<file path="src/rtl/hazard_pkg.sv">
// Shared types and helpers for the pipeline hazard controller: forwarding selects,
// result-source encoding and the multi-cycle sequencer states.
package hazard_pkg;

    typedef enum logic [1:0] {
        FWD_RF  = 2'b00,
        FWD_WB  = 2'b01,
        FWD_MEM = 2'b10
    } fwd_sel_e;

    localparam logic [1:0] RESULT_SRC_LOAD = 2'b01;

    typedef enum logic {
        IDLE = 1'b0,
        BUSY = 1'b1
    } mc_state_e;

    // Memory wins over Writeback because it holds the younger result for the register.
    function automatic fwd_sel_e fwd_select(
        input logic [4:0] rs,
        input logic [4:0] rd_m,
        input logic [4:0] rd_w,
        input logic       we_m,
        input logic       we_w
    );
        if (we_m && (rd_m != 5'd0) && (rd_m == rs)) begin
            return FWD_MEM;
        end else if (we_w && (rd_w != 5'd0) && (rd_w == rs)) begin
            return FWD_WB;
        end else begin
            return FWD_RF;
        end
    endfunction

endpackage

</file>
<file path="src/rtl/forwarding_unit.sv">
// Combinational operand-forwarding selects for both Execute source operands.
module forwarding_unit
    import hazard_pkg::*;
(
    input  logic [4:0] rs1_e,
    input  logic [4:0] rs2_e,
    input  logic [4:0] rd_m,
    input  logic [4:0] rd_w,
    input  logic       reg_write_m,
    input  logic       reg_write_w,
    output fwd_sel_e   forward_a,
    output fwd_sel_e   forward_b
);

    assign forward_a = fwd_select(rs1_e, rd_m, rd_w, reg_write_m, reg_write_w);
    assign forward_b = fwd_select(rs2_e, rd_m, rd_w, reg_write_m, reg_write_w);

endmodule

</file>
<file path="src/rtl/pipeline_hazard_ctrl.sv">
// Stall/flush/forwarding control for the five-stage pipeline, plus the sequencer that
// holds the front end while a multi-cycle Execute op runs and the two perf counters.
module pipeline_hazard_ctrl
    import hazard_pkg::*;
#(
    parameter int MC_LAT = 32,
    parameter int CNT_W  = $clog2(MC_LAT)
) (
    input  logic        clk_i,
    input  logic        rst_i,
    input  logic [4:0]  rs1_d_i,
    input  logic [4:0]  rs2_d_i,
    input  logic [4:0]  rs1_e_i,
    input  logic [4:0]  rs2_e_i,
    input  logic [4:0]  rd_e_i,
    input  logic [4:0]  rd_m_i,
    input  logic [4:0]  rd_w_i,
    input  logic        reg_write_m_i,
    input  logic        reg_write_w_i,
    input  logic [1:0]  result_src_e_i,
    input  logic        pc_src_e_i,
    input  logic        mc_start_e_i,
    output logic        stall_f_o,
    output logic        stall_d_o,
    output logic        stall_e_o,
    output logic        flush_d_o,
    output logic        flush_e_o,
    output logic        flush_m_o,
    output logic [1:0]  forward_a_e_o,
    output logic [1:0]  forward_b_e_o,
    output logic        mc_busy_o,
    output logic        mc_done_o,
    output logic [31:0] stall_cnt_o,
    output logic [31:0] flush_cnt_o
);

    // The start cycle itself is a stall cycle, so the counter covers the remaining MC_LAT-2.
    localparam logic [CNT_W-1:0] MC_LOAD = CNT_W'(MC_LAT - 2);

    mc_state_e        state, state_n;
    logic [CNT_W-1:0] cnt, cnt_n;
    logic             mc_stall_raw, mc_done_raw;
    logic             mc_stall, mc_done;
    logic             lw_stall;
    logic [31:0]      stall_cnt, flush_cnt;
    fwd_sel_e         fwd_a, fwd_b;

    forwarding_unit u_forwarding_unit (
        .rs1_e       (rs1_e_i),
        .rs2_e       (rs2_e_i),
        .rd_m        (rd_m_i),
        .rd_w        (rd_w_i),
        .reg_write_m (reg_write_m_i),
        .reg_write_w (reg_write_w_i),
        .forward_a   (fwd_a),
        .forward_b   (fwd_b)
    );

    assign forward_a_e_o = fwd_a;
    assign forward_b_e_o = fwd_b;

    assign lw_stall = (result_src_e_i == RESULT_SRC_LOAD) && (rd_e_i != 5'd0) &&
                      ((rd_e_i == rs1_d_i) || (rd_e_i == rs2_d_i));

    always_ff @(posedge clk_i or posedge rst_i) begin
        if (rst_i) begin
            state <= IDLE;
            cnt   <= '0;
        end else begin
            state <= state_n;
            cnt   <= cnt_n;
        end
    end

    always_comb begin
        state_n      = state;
        cnt_n        = cnt;
        mc_stall_raw = 1'b0;
        mc_done_raw  = 1'b0;
        case (state)
            IDLE: begin
                if (mc_start_e_i) begin
                    mc_stall_raw = 1'b1;
                    cnt_n        = MC_LOAD;
                    state_n      = BUSY;
                end
            end
            BUSY: begin
                if (cnt != '0) begin
                    mc_stall_raw = 1'b1;
                    cnt_n        = cnt - CNT_W'(1);
                end else begin
                    mc_done_raw  = 1'b1;
                    state_n      = IDLE;
                end
            end
            default: state_n = IDLE;
        endcase
    end

    // The IDLE start path is combinational, so mask it so nothing sequencer-driven leaks out in reset.
    assign mc_stall = mc_stall_raw & ~rst_i;
    assign mc_done  = mc_done_raw & ~rst_i;

    assign mc_busy_o = mc_stall;
    assign mc_done_o = mc_done;
    assign stall_f_o = lw_stall | mc_stall;
    assign stall_d_o = lw_stall | mc_stall;
    assign stall_e_o = mc_stall;
    assign flush_m_o = mc_stall;
    assign flush_d_o = pc_src_e_i & ~mc_stall;
    assign flush_e_o = (lw_stall | pc_src_e_i) & ~mc_stall;

    always_ff @(posedge clk_i or posedge rst_i) begin
        if (rst_i) begin
            stall_cnt <= '0;
            flush_cnt <= '0;
        end else begin
            if (stall_f_o) begin
                stall_cnt <= stall_cnt + 32'd1;
            end
            if (flush_d_o) begin
                flush_cnt <= flush_cnt + 32'd1;
            end
        end
    end

    assign stall_cnt_o = stall_cnt;
    assign flush_cnt_o = flush_cnt;

endmodule

</file>
<file path="config.mk">
export PLATFORM = sky130hd
export DESIGN_NAME = pipeline_hazard_ctrl
export DESIGN_NICKNAME = d
export VERILOG_FILES = /design/src/rtl/hazard_pkg.sv /design/src/rtl/forwarding_unit.sv /design/src/rtl/pipeline_hazard_ctrl.sv
export SDC_FILE = /design/constraint.sdc
export NUM_CORES = 1
export LEC_CHECK = 0
export BUFFER_PORTS_ARGS = -buffer_cell sky130_fd_sc_hd__buf_4
export CAP_MARGIN = 20
export CORE_MARGIN = 10
export CORE_UTILIZATION = 55
export DETAILED_ROUTE_END_ITERATION = 10
export PLACE_DENSITY = 0.83
export SYNTH_ARGS = -nofsm -noshare
export SYNTH_HDL_FRONTEND = slang
export SYNTH_SLANG_ARGS = --single-unit
</file>
<file path="constraint.sdc">
create_clock -name clk_i -period 3.7 [get_ports clk_i]
set_input_delay 0 -clock clk_i [delete_from_list [all_inputs] [get_ports clk_i]]
set_output_delay 0 -clock clk_i [all_outputs]
set_load 0.01 [all_outputs]
</file>
==> results.toml <==
[clock_tree]
htree_levels = 3
cts_resized = 0
cts.clk_slew.worst_paths_ns = 0.07
cts_buffers = 9
clkSinkCount = 70
cts_tree = "built"
clk_path_buf_depth = 2
clk_latency_ns = 0.35
cts_root_buf = "clkbuf_8"

[power_and_ir_drop]
clock_power_share = 0.191
swShare = 0.435
power_frac_seq = 0.361
pwr-share-comb = 0.448
p_int_w = 0.00177
power.density_mw_per_mm2 = 573
p_switching_w = 0.00137
power_leakage_nw = 2.32
irDropWorstVdd_v = 0.000355

[synth]
synth_edf_count = 0
netlist_area_mm2 = 0.00440
synth_cells = 480
syn-num-nets = 526
ys_async_sr_fraction = 1.00
yosysWarnings = 0
ys_types = 50
syn_avg_cell_area_um2 = 9.17
ys.flop_type = "dfrtp_1"
ys_seq_area_frac = 0.398
ys_seq_elements = 70

[route]
first_pass_iters = 5
drtAntennaViolNets = 0
drtIter0Drc = 318
vias_per_cell = 6.12
drcViolationCount = 0
drt-total-wl_mm = 12.3
routedWlPerCell_um = 17.9
vias = 4211

[cells_and_area]
diodes = 0
stdcell_count = 688
drive_gt1_frac = 0.249
multiInputGateArea_mm2 = 0.00246
area_delta_synth_final_pct = 24.6
fin_nets = 627
register_area_mm2 = 0.00175
n_fill_cell = 650

[critical_path]
cp_cell_sequence = "inv_1 > ha_1 > and4bb_1 > a211o_1 > buf_4 > and2_1 > buf_4"
timing.rr.end = "flush_cnt_o[31]$_DFFE_PP0P_"
cp-endpoint = "flush_d_o"
r2r_slack_ns = 1.40
cpMostUsedCell = "buf_4"
end_kind = "primary output"
cp_max_fo = 42
start_kind = "register"
critPathMaxStageDelay_ns = 0.39
crit_type = "reg -> out"
cp.arrival_ns = 2.31
worstReg2RegStart = "cnt[0]$_DFFE_PP0P_"
cp_slowest_cell = "buf_4"
required_ns = 3.70
cp-startpoint = "cnt[0]$_DFFE_PP0P_"
ff2ff_path_depth = 8

[placement]
pre_cts_slack_ns = 1.42
dp_cells = 670
place_congestion = 0.846
hpwl_mm = 8.99
portBuffers = 118

[global_route]
grt_first_pass_wirelength_mm = 20.5
groute.usage.overall = 0.206
grt_max_degree = 44
grt-ovfl-total = 0
grt_pass1_vias = 4193
antenna_found_initial = 0

[sta]
fin_crit_ns = 2.31
post-route-period-util = 0.625
drv_slew = 0
tightest_slew_ns = 0.871
skew_ns = 0.00875
setup_tns_ns = 0
finalSetupViolations = 0
finalHoldViolations = 0
rsz0062_at_grt = "no"
fin_hold_ws_ns = 0.124
slew_headroom = 0.418
fmax_mhz = 432
finalWorstSetupSlack_ns = 1.39

[status]
status = "finished, final reports clean"

[floorplanning]
coreArea_mm2 = 0.00777
die_h_um = 109
start_util = 0.566
ios = 119
die-area_mm2 = 0.0120
placementRows = 32
die_x_um = 109

[hold_path]
hold_class = "in -> reg"

[job]
maxCapViolCount = 0
flip-flops by register name, summed over array words and instances (netlist names):
register / count
stall_cnt_o: 32
state: 1
flush_cnt_o: 32
cnt: 5
power groups by stage:
| stage | Clock (W) | Combinational, W | Sequential (W) |
|---|---|---|---|
| detailed placement | 0 | 0.00140 | 0.00114 |
| floorplan | 0 | 0.000970 | 0.00112 |
| global placement | 0 | 0.00134 | 0.00113 |
| global route | 0.000641 | 0.00156 | 0.00117 |
| finish | 0.000601 | 0.00141 | 0.00113 |
| CTS | 0.000603 | 0.00140 | 0.00113 |
final cells by class:
type / count / area share
inverter: 9 / 0.00662
sequential: 70 / 0.319
clock buffer: 12 / 0.0246
multi-input combinational: 368 / 0.448
tap: 102 / 0.0233
clock inverter: 4 / 0.00867
timing repair buffer: 123 / 0.169
cells by family (layout without fill, tap and decap cells):
group	after synthesis	after routing	share of synthesized area
AO/OA/AOI/OAI	79	79	0.129
XOR/XNOR	73	73	0.145
adder cells (fa/ha/maj)	3	3	0.00853
buffers and inverters	42	148	0.0449
flip-flops	70	70	0.398
multiplexers	2	2	0.00512
AND/OR/NAND/NOR	211	211	0.269
placed cells by master (no fill, tap or decap), types with 2 or more instances in the layout:
cell type	count
buf_4	121
dfrtp_1	70
nand3_1	59
xnor2_1	52
nand2_1	32
nand4_1	23
xor2_1	21
nor3_1	20
nor2_1	19
nor4_1	19
a21oi_1	16
o211ai_1	15
and3_1	12
o21ai_0	9
clkbuf_8	9
and4_1	8
inv_1	7
or4_1	5
a31oi_1	5
a32oi_1	5
o21a_1	4
and2_1	4
a21boi_0	4
nor2b_1	3
a41oi_1	3
o31a_1	3
ha_1	3
clkbuf_1	3
a221oi_1	2
o221a_2	2
o2111ai_1	2
mux2_2	2
o311ai_0	2
clkinv_2	2
dlygate4sd3_1	2
Yosys cell counts, types with 3 or more instances:
library cell	count	area (µm²)
a21oi_1	16	80.1
a41oi_1	3	26.3
nor4_1	19	119
a31oi_1	5	31.3
ha_1	3	37.5
and2_1	4	25.0
xor2_1	21	184
nand2_1	32	120
o211ai_1	15	113
nor2b_1	3	18.8
dfrtp_1	70	1750
a32oi_1	5	43.8
buf_4	5	37.5
inv_1	8	30.0
nor3_1	20	100
and4_1	8	70.1
a21boi_0	4	30.0
nand4_1	23	144
o21a_1	4	30.0
nor2_1	19	71.3
buf_2	9	45.0
or4_1	5	37.5
xnor2_1	52	455
nand3_1	59	295
clkbuf_1	17	63.8
o31a_1	3	26.3
and3_1	12	75.1
o21ai_0	9	45.0
layer usage:
layer,track usage,share of wire,up-vias
met5,0,0,-
met4,0.0604,0.014,0
met3,0.0609,0.090,23
met2,0.339,0.49,170
met1,0.257,0.41,2031
li1,-,-,1987
critical path, delay by kind of cell (launching register included):
| kind | cells | cell delay, ns |
|---|---|---|
| DFF | 1 | 0.38 |
| adders and majority gates | 1 | 0.16 |
| AOI/OAI and AO/OA | 1 | 0.20 |
| and+or+nand+nor | 2 | 0.57 |
| buffers and inverters | 3 | 0.65 |
per-stage QoR:
step / util / cell area (µm²) / power (W)
finish: 0.706 / 5480 / 0.00314
global route: 0.706 / 5480 / 0.00337
CTS: 0.706 / 5480 / 0.00313
detailed placement: 0.680 / 5280 / 0.00253
global placement: 0.680 / 5280 / 0.00247
floorplan: - / 4400 / 0.00209
timing repair:
action | in CTS | in global routing
hold buffers | 2 | 0
setup endpoints to repair | 0 | 0
hold endpoints to repair | 45 | 0
buffers inserted | 0 | 0
worst min-delay path by stage:
stage	startpoint	endpoint	slack (ns)	cells after the start
floorplan	rst_i	mc_done_o	0.05	1
global placement	rst_i	cnt[0]$_DFFE_PP0P_	0.25	2
detailed placement	rst_i	cnt[2]$_DFFE_PP0P_	0.25	2
CTS	pc_src_e_i	flush_cnt_o[16]$_DFFE_PP0P_	0.13	4
global route	pc_src_e_i	flush_cnt_o[16]$_DFFE_PP0P_	0.16	4
finish	pc_src_e_i	flush_cnt_o[16]$_DFFE_PP0P_	0.12	4
Note: power is estimated with default switching activity, not from simulation.
